==> config.mk <==
export PLATFORM = sky130hd
export DESIGN_NAME = stream_pipe
export DESIGN_NICKNAME = d
export VERILOG_FILES = /design/src/rtl/stream_pipe.sv
export SDC_FILE = /design/constraint.sdc
export NUM_CORES = 1
export LEC_CHECK = 0
export CORE_ASPECT_RATIO = 1.25
export CORE_MARGIN = 2
export CORE_UTILIZATION = 47
export DETAILED_ROUTE_END_ITERATION = 10
export GPL_TIMING_DRIVEN = 0
export PLACE_DENSITY = 0.79
export SYNTH_ARGS = -nofsm -noshare
export SYNTH_HDL_FRONTEND = slang
export SYNTH_SLANG_ARGS = --single-unit
export TNS_END_PERCENT = 30
==> constraint.sdc <==
create_clock -name clk_i -period 1.68 [get_ports clk_i]
set_input_delay 0.42 -clock clk_i [delete_from_list [all_inputs] [get_ports clk_i]]
set_output_delay 0.42 -clock clk_i [all_outputs]
set_load 0.1 [all_outputs]
==> src/rtl/stream_pipe.sv <==
// rtl/stream_pipe.sv - multi-lane valid/ready retiming pipeline with mask, flush, occupancy and beat counter
module stream_pipe #(
  parameter int WIDTH     = 8,
  parameter int CHANNELS  = 1,
  parameter int DEPTH     = 2,
  parameter int CNT_WIDTH = 16
) (
  input  logic                          clk_i,
  input  logic                          rst_i,
  input  logic                          enable_i,
  input  logic                          flush_i,
  input  logic                          valid_i,
  output logic                          ready_o,
  input  logic [CHANNELS*WIDTH-1:0]     data_i,
  input  logic [CHANNELS-1:0]           channel_mask_i,
  output logic                          valid_o,
  input  logic                          ready_i,
  output logic [CHANNELS*WIDTH-1:0]     data_o,
  output logic [$clog2(DEPTH+1)-1:0]    occupancy_o,
  output logic [CNT_WIDTH-1:0]          count_o,
  output logic                          overflow_o
);

  localparam int DW    = CHANNELS * WIDTH;
  localparam int OCC_W = $clog2(DEPTH + 1);

  if (WIDTH < 1 || CHANNELS < 1 || DEPTH < 1 || CNT_WIDTH < 1) begin : g_param_check
    $error("stream_pipe: WIDTH, CHANNELS, DEPTH and CNT_WIDTH must all be >= 1");
  end

  logic [DEPTH-1:0] valid_q;
  logic [DW-1:0]    data_q [DEPTH];
  logic [DEPTH-1:0] load;
  logic [DW-1:0]    cap_data;
  logic             accept;
  logic             deliver;
  logic             full_above;
  logic [OCC_W-1:0] occ_d;

  // A stage may load when downstream accepts or any stage at or after it is
  // empty; written flat per stage rather than as a self-referencing chain.
  always_comb begin
    load       = '0;
    full_above = 1'b1;
    for (int k = 0; k < DEPTH; k++) begin
      full_above = 1'b1;
      for (int j = k; j < DEPTH; j++) begin
        full_above = full_above & valid_q[j];
      end
      load[k] = ready_i | ~full_above;
    end
  end

  assign ready_o = enable_i & load[0] & ~flush_i & rst_i;
  assign accept  = valid_i & ready_o;

  always_comb begin
    cap_data = '0;
    for (int c = 0; c < CHANNELS; c++) begin
      cap_data[c*WIDTH +: WIDTH] = channel_mask_i[c] ? '0 : data_i[c*WIDTH +: WIDTH];
    end
  end

  always_ff @(posedge clk_i or negedge rst_i) begin
    if (!rst_i) begin
      valid_q <= '0;
      for (int k = 0; k < DEPTH; k++) begin
        data_q[k] <= '0;
      end
    end else if (flush_i) begin
      valid_q <= '0;
    end else begin
      if (load[0]) begin
        valid_q[0] <= accept;
        if (accept) begin
          data_q[0] <= cap_data;
        end
      end
      for (int k = 1; k < DEPTH; k++) begin
        if (load[k]) begin
          valid_q[k] <= valid_q[k-1];
          if (valid_q[k-1]) begin
            data_q[k] <= data_q[k-1];
          end
        end
      end
    end
  end

  assign valid_o = valid_q[DEPTH-1];
  assign data_o  = data_q[DEPTH-1];
  assign deliver = valid_o & ready_i;

  always_ff @(posedge clk_i or negedge rst_i) begin
    if (!rst_i) begin
      count_o    <= '0;
      overflow_o <= 1'b0;
    end else if (deliver) begin
      count_o <= count_o + CNT_WIDTH'(1);
      if (&count_o) begin
        overflow_o <= 1'b1;
      end
    end
  end

  always_comb begin
    occ_d = '0;
    for (int k = 0; k < DEPTH; k++) begin
      occ_d = occ_d + OCC_W'(valid_q[k]);
    end
  end

  assign occupancy_o = occ_d;

endmodule

# After elaboration in Yosys (flattened, before gate mapping)
# Index checks and enable logic that the tools add are counted.
# totals
reg_bits,35
latch_bits,0
mem_bits_rw,0
rom_bits,0
in_bits,15
out_inout_bits,29
elab_cells,28
mem_count,0
# classes
add_sub_neg,2
mul,0
div,0
order_cmp,0
n_eq_ne,0
shifts,0
muxes,4
n_bitwise,11
n_reduce_logical,5
# ops
op,count
AND reduction 17 bit,1
adder 16 x 1 -> 16 bit (second input constant),1
2-to-1 mux 8 bit,1
AND 1 bit,6
AND reduction 3 bit,2
nonzero test 2 bit,2
inverter 1 bit,3
adder 1 x 1 -> 2 bit,1
2-to-1 mux 1 bit,2
2-to-1 mux 2 bit,1
bitwise OR 1 bit,2

# Longest topological paths before layout
# logic_depth
depth_word,9
mapped_depth,5
depth_no_buf,5

# Worst setup path before layout
# Ideal clock, no wire load.
# synth_path
kind,reg-to-reg
startpoint,register valid_q[1]
endpoint,register data_q[10] in the netlist's numbering
setup_time_ns,0.128
t_arrival_ns,3.817
required_time_ns,1.552
slack_ns,-2.264
path_stages_with_launch,6
n_path_buf,0
synth_period_minus_slack_ns,3.944
path_cell_list,dfrtp_1 ha_1 nor2b_1 nor3_2 nand2_2 mux2_1
# synth_via
elab_chain_cells,8
# synth_rtl
item,line,rtl
start: declaration,31,logic [DEPTH-1:0] valid_q;
start signal: indexed assignment,81,valid_q[k] <= valid_q[k-1];
AND 1 bit,48,full_above = full_above & valid_q[j];
inverter 1 bit,50,load[k] = ready_i | ~full_above;
bitwise OR 1 bit,50,
AND 1 bit (3 in series),54,assign ready_o = enable_i & load[0] & ~flush_i & rst_i;
net ready_o,13,"output logic ready_o,"
AND 1 bit,55,assign accept = valid_i & ready_o;
AND reduction 3 bit (no source line),n/a,
end signal: indexed assignment,83,data_q[k] <= data_q[k-1];
end: declaration,32,logic [DW-1:0] data_q [DEPTH];
# The timed path passes the listed nets, and every way through them passes these cells.
# A chain may end at the register's enable or synchronous reset.

# Worst setup path after layout
# layout_path
startpoint,register valid_q[1]
endpoint,output port ready_o
# layout_via
elab_chain_cells,6
# layout_rtl
item,line
AND 1 bit,48
inverter 1 bit,50
bitwise OR 1 bit,50
AND 1 bit (3 in series),54
end: declaration,13
# No other way between the ends.

==> results.py <==
metrics = {
    "outcome": {
        "outcome": "finished with violations",
        "failed_checks": "setup timing",
    },
    "detailed_routing": {
        "dr_wl_met3_um": 181,
        "dr.max_layer_used": "met4",
        "drt_drc_violations_left": 0,
        "wl_met2_um": 1750,
        "dr.pass1.iters": 4,
        "wl_per_cell_um": 15.5,
        "via_per_inst": 5.03,
        "wirelength_um": 3330,
        "postRouteAntennaNets": 0,
        "vias": 1082,
        "dr.first_iter.drc_count": 19,
        "wl_met1_um": 1340,
    },
    "sta": {
        "max-slew-margin-rel": 0.637,
        "hold_viol": 0,
        "rsz0062_at_grt": "yes",
        "fin_crit_sh": 1.11,
        "tightest_slew_ns": 0.546,
        "finalMaxSlewViolations": 0,
        "holdWs_ns": 0.00449,
        "max_clock_freq_mhz": 534,
        "period_needed_ns": 1.87,
        "skew_ns": 0.00611,
        "worst_slack_ns": -0.192,
        "finalSetupViolCount": 9,
    },
    "logic_synthesis": {
        "synth_cell_types": 25,
        "synth_top_area_frac": 0.560,
        "syn-num-nets": 138,
        "syn_inst": 121,
        "synth_area_leaders": "dfrtp_1 (56%), mux2_2 (6.5%), mux2_1 (5.8%)",
        "synth-seq-cells": 35,
        "postSynth.asyncResetShare": 1.00,
        "yosys.area.top_type": "dfrtp_1",
        "syn_area_um2": 1570,
        "yosysWarnings": 0,
        "avgSynthCellArea_um2": 12.9,
        "synth-main-ff-cell": "dfrtp_1",
        "synth_edf_count": 0,
        "ys_seq_area_frac": 0.560,
    },
    "power": {
        "ir_worst_vdd_mv": 1.28,
        "p_per_area_nw_per_um2": 1200,
        "power.leakage_nw": 1.13,
    },
    "floorplanning": {
        "core_um2": 3190,
        "die_w_um": 55.6,
        "num_rows": 23,
        "ioPinCount": 44,
        "die_area_um2": 3810,
        "floorplan.initialDensity": 0.490,
        "fp.dieH_um": 68.5,
    },
    "final_layout": {
        "fin_nets": 194,
        "num_antenna_cells": 0,
        "mostFrequentLayoutCells": "dfrtp_1 (34), buf_2 (19), buf_4 (18)",
        "drive_gt1_frac": 0.449,
        "layout_commonest_cell": "dfrtp_1",
        "nFillCells": 245,
        "final_cell_area_um2": 2210,
        "areaGrowthSynthToFinish_pct": 41.2,
    },
    "grt": {
        "antenna_found_initial": 0,
        "grt_pass1_wl_um": 5490,
        "grt_use_total": 0.194,
        "grt_pass1_vias": 1168,
        "grt_max_degree": 37,
        "gr-total-overflow": 0,
    },
    "worst_setup_path": {
        "critPathRequiredTime_ns": 1.26,
        "timing.rr.end": "data_q[9]",
        "cp-start-kind": "flop",
        "reg2reg_depth": 7,
        "worstPathArrival_ns": 1.45,
        "crit_type": "flop to primary output",
        "endpoint_kind": "primary output",
        "crit_path_max_fanout": 2,
        "timing.rr.start": "valid_q[1]",
        "reg2reg_slack_ns": -0.05,
    },
    "place": {
        "place_congestion": 0.772,
        "io_buffers": 43,
        "placed_area_um2": 2080,
        "dp_hpwl_um": 2270,
    },
    "clock_tree": {
        "cts_sinks": 35,
        "cts_tree": "built",
        "root_buffer": "clkbuf_8",
        "h-tree-depth": 2,
        "clockBufferDepth": 2,
        "cts-buffers-inserted": 5,
        "clk_latency_ns": 0.29,
        "clkTransAtPathRegs_ns": 0.07,
    },
    "flow_run": {
        "drv_cap": 0,
    },
    "worst_hold_path": {
        "hp-class": "primary input to asynchronous set/reset pin",
    },
}
-- per-layer routing --
metal,track usage,vias up
met2,0.345,30
met1,0.214,532
met5,0,-
met3,0.0690,5
met4,0.0823,0
li1,-,515
-- timing repair --
action                                  CTS  global route
gates cloned                              0             1
setup buffers                             2             4
pin swaps                                 1             0
hold buffers                              0             0
gates resized for setup                 148            18
endpoints found under the setup margin   51            13
hold endpoints to repair                  0             0
-- kinds of logic after synthesis --
group	synth area share
AO/OA/AOI/OAI	0.0144
XOR/XNOR	0.0839
multiplexers	0.122
AND/OR/NAND/NOR	0.158
buffers and inverters	0.0456
flip-flops	0.560
adder cells (fa/ha/maj)	0.0160
-- cells in the mapped netlist (3+ instances only) --
cell / n
buf_4: 8
nand2_1: 7
xnor2_1: 9
mux2_2: 9
nand3_1: 4
nor2b_1: 9
mux2_1: 8
dfrtp_1: 35
inv_1: 3
nor3_1: 3
xor2_1: 6
-- worst max-delay path, stage by stage (launching register included) --
cell and delay [ns]:
dfrtp_4 0.49, ha_4 0.16, nor2b_4 0.12, nor3_4 0.18, buf_12 0.20
-- metrics by stage --
stage / power, mW / setup TNS [ns] / utilization / std cells / setup slack, ns
2_1_floorplan: 1.76 / -13.32 / - / 121 / -0.968
3_3_place_gp: 1.98 / -46.21 / 0.651 / 201 / -2.37
3_5_place_dp: 2.00 / -19.34 / 0.650 / 201 / -1.41
4_1_cts: 2.64 / -0.208 / 0.664 / 211 / -0.208
5_1_grt: 2.76 / -1.21 / 0.692 / 215 / -0.260
6_report: 2.65 / -0.538 / 0.692 / 215 / -0.192
-- cell type report --
class / instances / area (um2) / share of cell area
Inverter: 3 / 11.3 / 0.00509
Timing Repair Buffer: 48 / 397 / 0.179
Sequential cell: 35 / 880 / 0.398
Multi-Input combinational cell: 76 / 713 / 0.323
Clock inverter: 1 / 7.51 / 0.00340
Clock buffer: 7 / 96.3 / 0.0436
Tap cell: 37 / 46.3 / 0.0209
Buffer: 8 / 60.1 / 0.0272
-- worst max path at each step --
stage                  to       start  slack [ns]  depth (start not counted)
6_report          ready_o  valid_q[1]       -0.19                          4
3_3_place_gp      ready_o       rst_i       -2.37                          4
3_5_place_dp      ready_o       rst_i       -1.41                          4
5_1_grt           ready_o  valid_q[1]       -0.26                          4
2_1_floorplan  data_q[10]  valid_q[1]       -0.97                          5
4_1_cts           ready_o  valid_q[1]       -0.21                          4
-- state kept, by name, summed over array words and instances, names as in the netlist --
register	cells
data_q	8
data_o	8
valid_q	2
count_o	16
overflow_o	1
-- power breakdown --
group,leakage [nW],internal (mW),total (mW),switching [mW]
logic,0.611,0.267,0.944,0.676
clock network,0.0505,0.373,0.678,0.305
registers,0.465,0.948,1.03,0.0789
Note: power is estimated with default switching activity, not from simulation.
==> RTL change (config.mk and constraints unchanged) <==
Reset style: synchronous (`rst_i`), changed in 2 clocked blocks.
--- a/src/rtl/stream_pipe.sv
+++ b/src/rtl/stream_pipe.sv
@@ -61,7 +61,7 @@
     end
   end
 
-  always_ff @(posedge clk_i or negedge rst_i) begin
+  always_ff @(posedge clk_i) begin
     if (!rst_i) begin
       valid_q <= '0;
       for (int k = 0; k < DEPTH; k++) begin
@@ -91,7 +91,7 @@
   assign data_o  = data_q[DEPTH-1];
   assign deliver = valid_o & ready_i;
 
-  always_ff @(posedge clk_i or negedge rst_i) begin
+  always_ff @(posedge clk_i) begin
     if (!rst_i) begin
       count_o    <= '0;
       overflow_o <= 1'b0;
Function: differs if rst_i is asserted again (counterexample within 4 cycles, from zero or initial values and one cycle with rst_i low); with rst_i held inactive, the same outputs for 10 cycles.
==> RTL change against the unedited design <==
Sequential share of layout area is 0.057 points higher; sequential cell count unchanged; area after synthesis is 4.6% higher; utilization shrank 1.8 points; wire length grew 3.8%; final area stayed put; worst setup slack improved by 200 ps; critical endpoint unchanged; highest routed layer unchanged.
Power is not compared: it rests on default switching activity, and its combinational part moved more than twofold at a synthesized area within 25%.
==> RTL change: results (changes against the unedited design) <==
worst r2r path cells=5 (-2); reg2reg end=count_o[7]; adder-cell share of the synthesized area=1.53% (-0.070 points); VDD IR max=about 0.64 mV; insertion delay to the later sink of the worst-skew pair=290 ps (about the same); data arrival time at the worst-slack endpoint=1250 ps (-200 ps); Fillers=268 (+9.4%); number of input and output port buffers inserted=42 (-2.3%); tightest hold margin=412 ps (+408 ps); Worst Path Max Fanout=5 (+3); final instance count without filler cells=238 (+11%); outcome=completed; dpl cells=228 (+13%); synthesized area per cell=11.0 sq um (-15%); total half-perimeter wirelength after legalization and detailed placement=2520 microns (+11%); vias in the first global route=1261 (+8.0%); nets@finish=217 (+12%); Root Buffer Master=clkbuf_8; largest clock skew in the final design=6.22 ps (+0.106 ps); Reg2Reg Launch Point=valid_q[1]; end point of the critical path=ready_o; number of enable-type register cells in the synthesized netlist=16 (+16); Bufs on Longest Clock Path=2 (unchanged); synth cell count leaders=dfxtp_1 (19), and2_1 (18), edfxtp_1 (16), nand2_1 (13), nor2b_1 (11); setup slack on the worst flop-to-flop path=210 ps (+260 ps); count of warnings emitted by yosys=0 (unchanged); XOR/XNOR Fraction of Synth Area=4.28% (-4.1 points); post-synthesis async set-or-reset flop share=0% (-100 points); number of antenna cells inserted=0 (unchanged); Netlist cell types=35 (+40%); DRC violation total after the first TritonRoute iteration=27 (+8); number of antenna violations at the first check in global routing=0 (unchanged); Placed Area=0.00214 sq mm (+3.0%); vias=1226 (+13%); Hold Path Depth=2; sequential cell area fraction in the yosys report=52.6% (-3.4 points); wirelength, routed=3450 microns (+3.8%); share of layout cells above drive strength 1=36.8% (-8.1 points); pin count of the biggest net entering global routing=11 (-70%); dominant cells by area after synthesis=edfxtp_1 (29%), dfxtp_1 (23%), and2_1 (6.9%), nor2b_1 (4.2%), buf_4 (4.1%); dominant synthesized flop cell=dfxtp_1; leakage power total=around 0.9 nW; Max transition margin=62.9% (-0.83 points); first-pass GRT wire length=5800 microns (+5.8%); number of nets in the synthesized netlist=166 (+20%); proportion of synthesized area in mux cells=3.06% (-9.2 points); global placer's final weighted congestion=0.804 (+4.2%); class of the tightest hold or removal check=in2reg; Pre-antenna DRT Iters=5 (+1); fraction of the mapped netlist area in compound gates=3.44% (+2.0 points); total routing resource utilization after global routing=18.7% (-0.77 points)
## RTL change: worst min path at each step
stage,from,to
floorplan,flush_i,valid_q[1]
global route,flush_i,valid_q[1]
detailed placement,count_o[11],count_o[11]
CTS,count_o[11],count_o[11]
finish,flush_i,valid_q[1]
global placement,count_o[11],count_o[11]
## RTL change: critical path: stages (launching register included)
cell,delay (ps)
dfxtp_4,370
ha_4,170
nand2b_4,70
and3_4,190
buf_12,170
## RTL change: per-stage QoR
stage	utilization, %	setup slack (ps)
after detailed placement	65.2	-1190
final	67.4	6.76
after global routing	67.4	-19.1
after CTS	67.6	-238
after floorplan	-	-269
after global placement	65.2	-1220
## RTL change: metal layers
| layer | GRT usage [%] | up-vias | share of wire [%] |
|---|---|---|---|
| li1 | - | 611 | - |
| met1 | 21.4 | 570 | 40 |
| met2 | 32.7 | 38 | 53 |
| met3 | 5.74 | 7 | 5.5 |
| met4 | 6.20 | 0 | 1.7 |
| met5 | 0 | - | 0 |
## RTL change: kinds of logic after synthesis
logic type | after synthesis
xor+xnor | 8
fa+ha+maj | 2
compound gates | 8
buf+inv | 13
flops | 35
simple gates | 78
mux | 5
## RTL change: report_power, final
| part | internal [mW] | total (mW) | switching (mW) |
|---|---|---|---|
| clock | 0.283 | 0.577 | 0.294 |
| combinational | 0.0689 | 0.195 | 0.126 |
| sequential | 0.906 | 0.912 | 0.00543 |
## RTL change: what timing repair did
item | 4_1_cts | 5_1_grt
hold endpoints to repair | 0 | 0
gates resized for setup | 113 | 21
buffers inserted | 0 | 2
pin swaps | 0 | 0
hold buffers | 0 | 0
endpoints found under the setup margin | 52 | 27
## RTL change: final cells by class
| cell class | count | area [sq um] | area share (%) |
|---|---|---|---|
| tap | 37 | 46.3 | 2.09 |
| multi-input combinational | 101 | 727 | 32.9 |
| clock buffer | 6 | 72.6 | 3.28 |
| inverter | 1 | 3.75 | 0.170 |
| buffer | 12 | 83.8 | 3.79 |
| sequential | 35 | 881 | 39.8 |
| clock inverter | 2 | 7.51 | 0.340 |
| timing repair buffer | 44 | 389 | 17.6 |
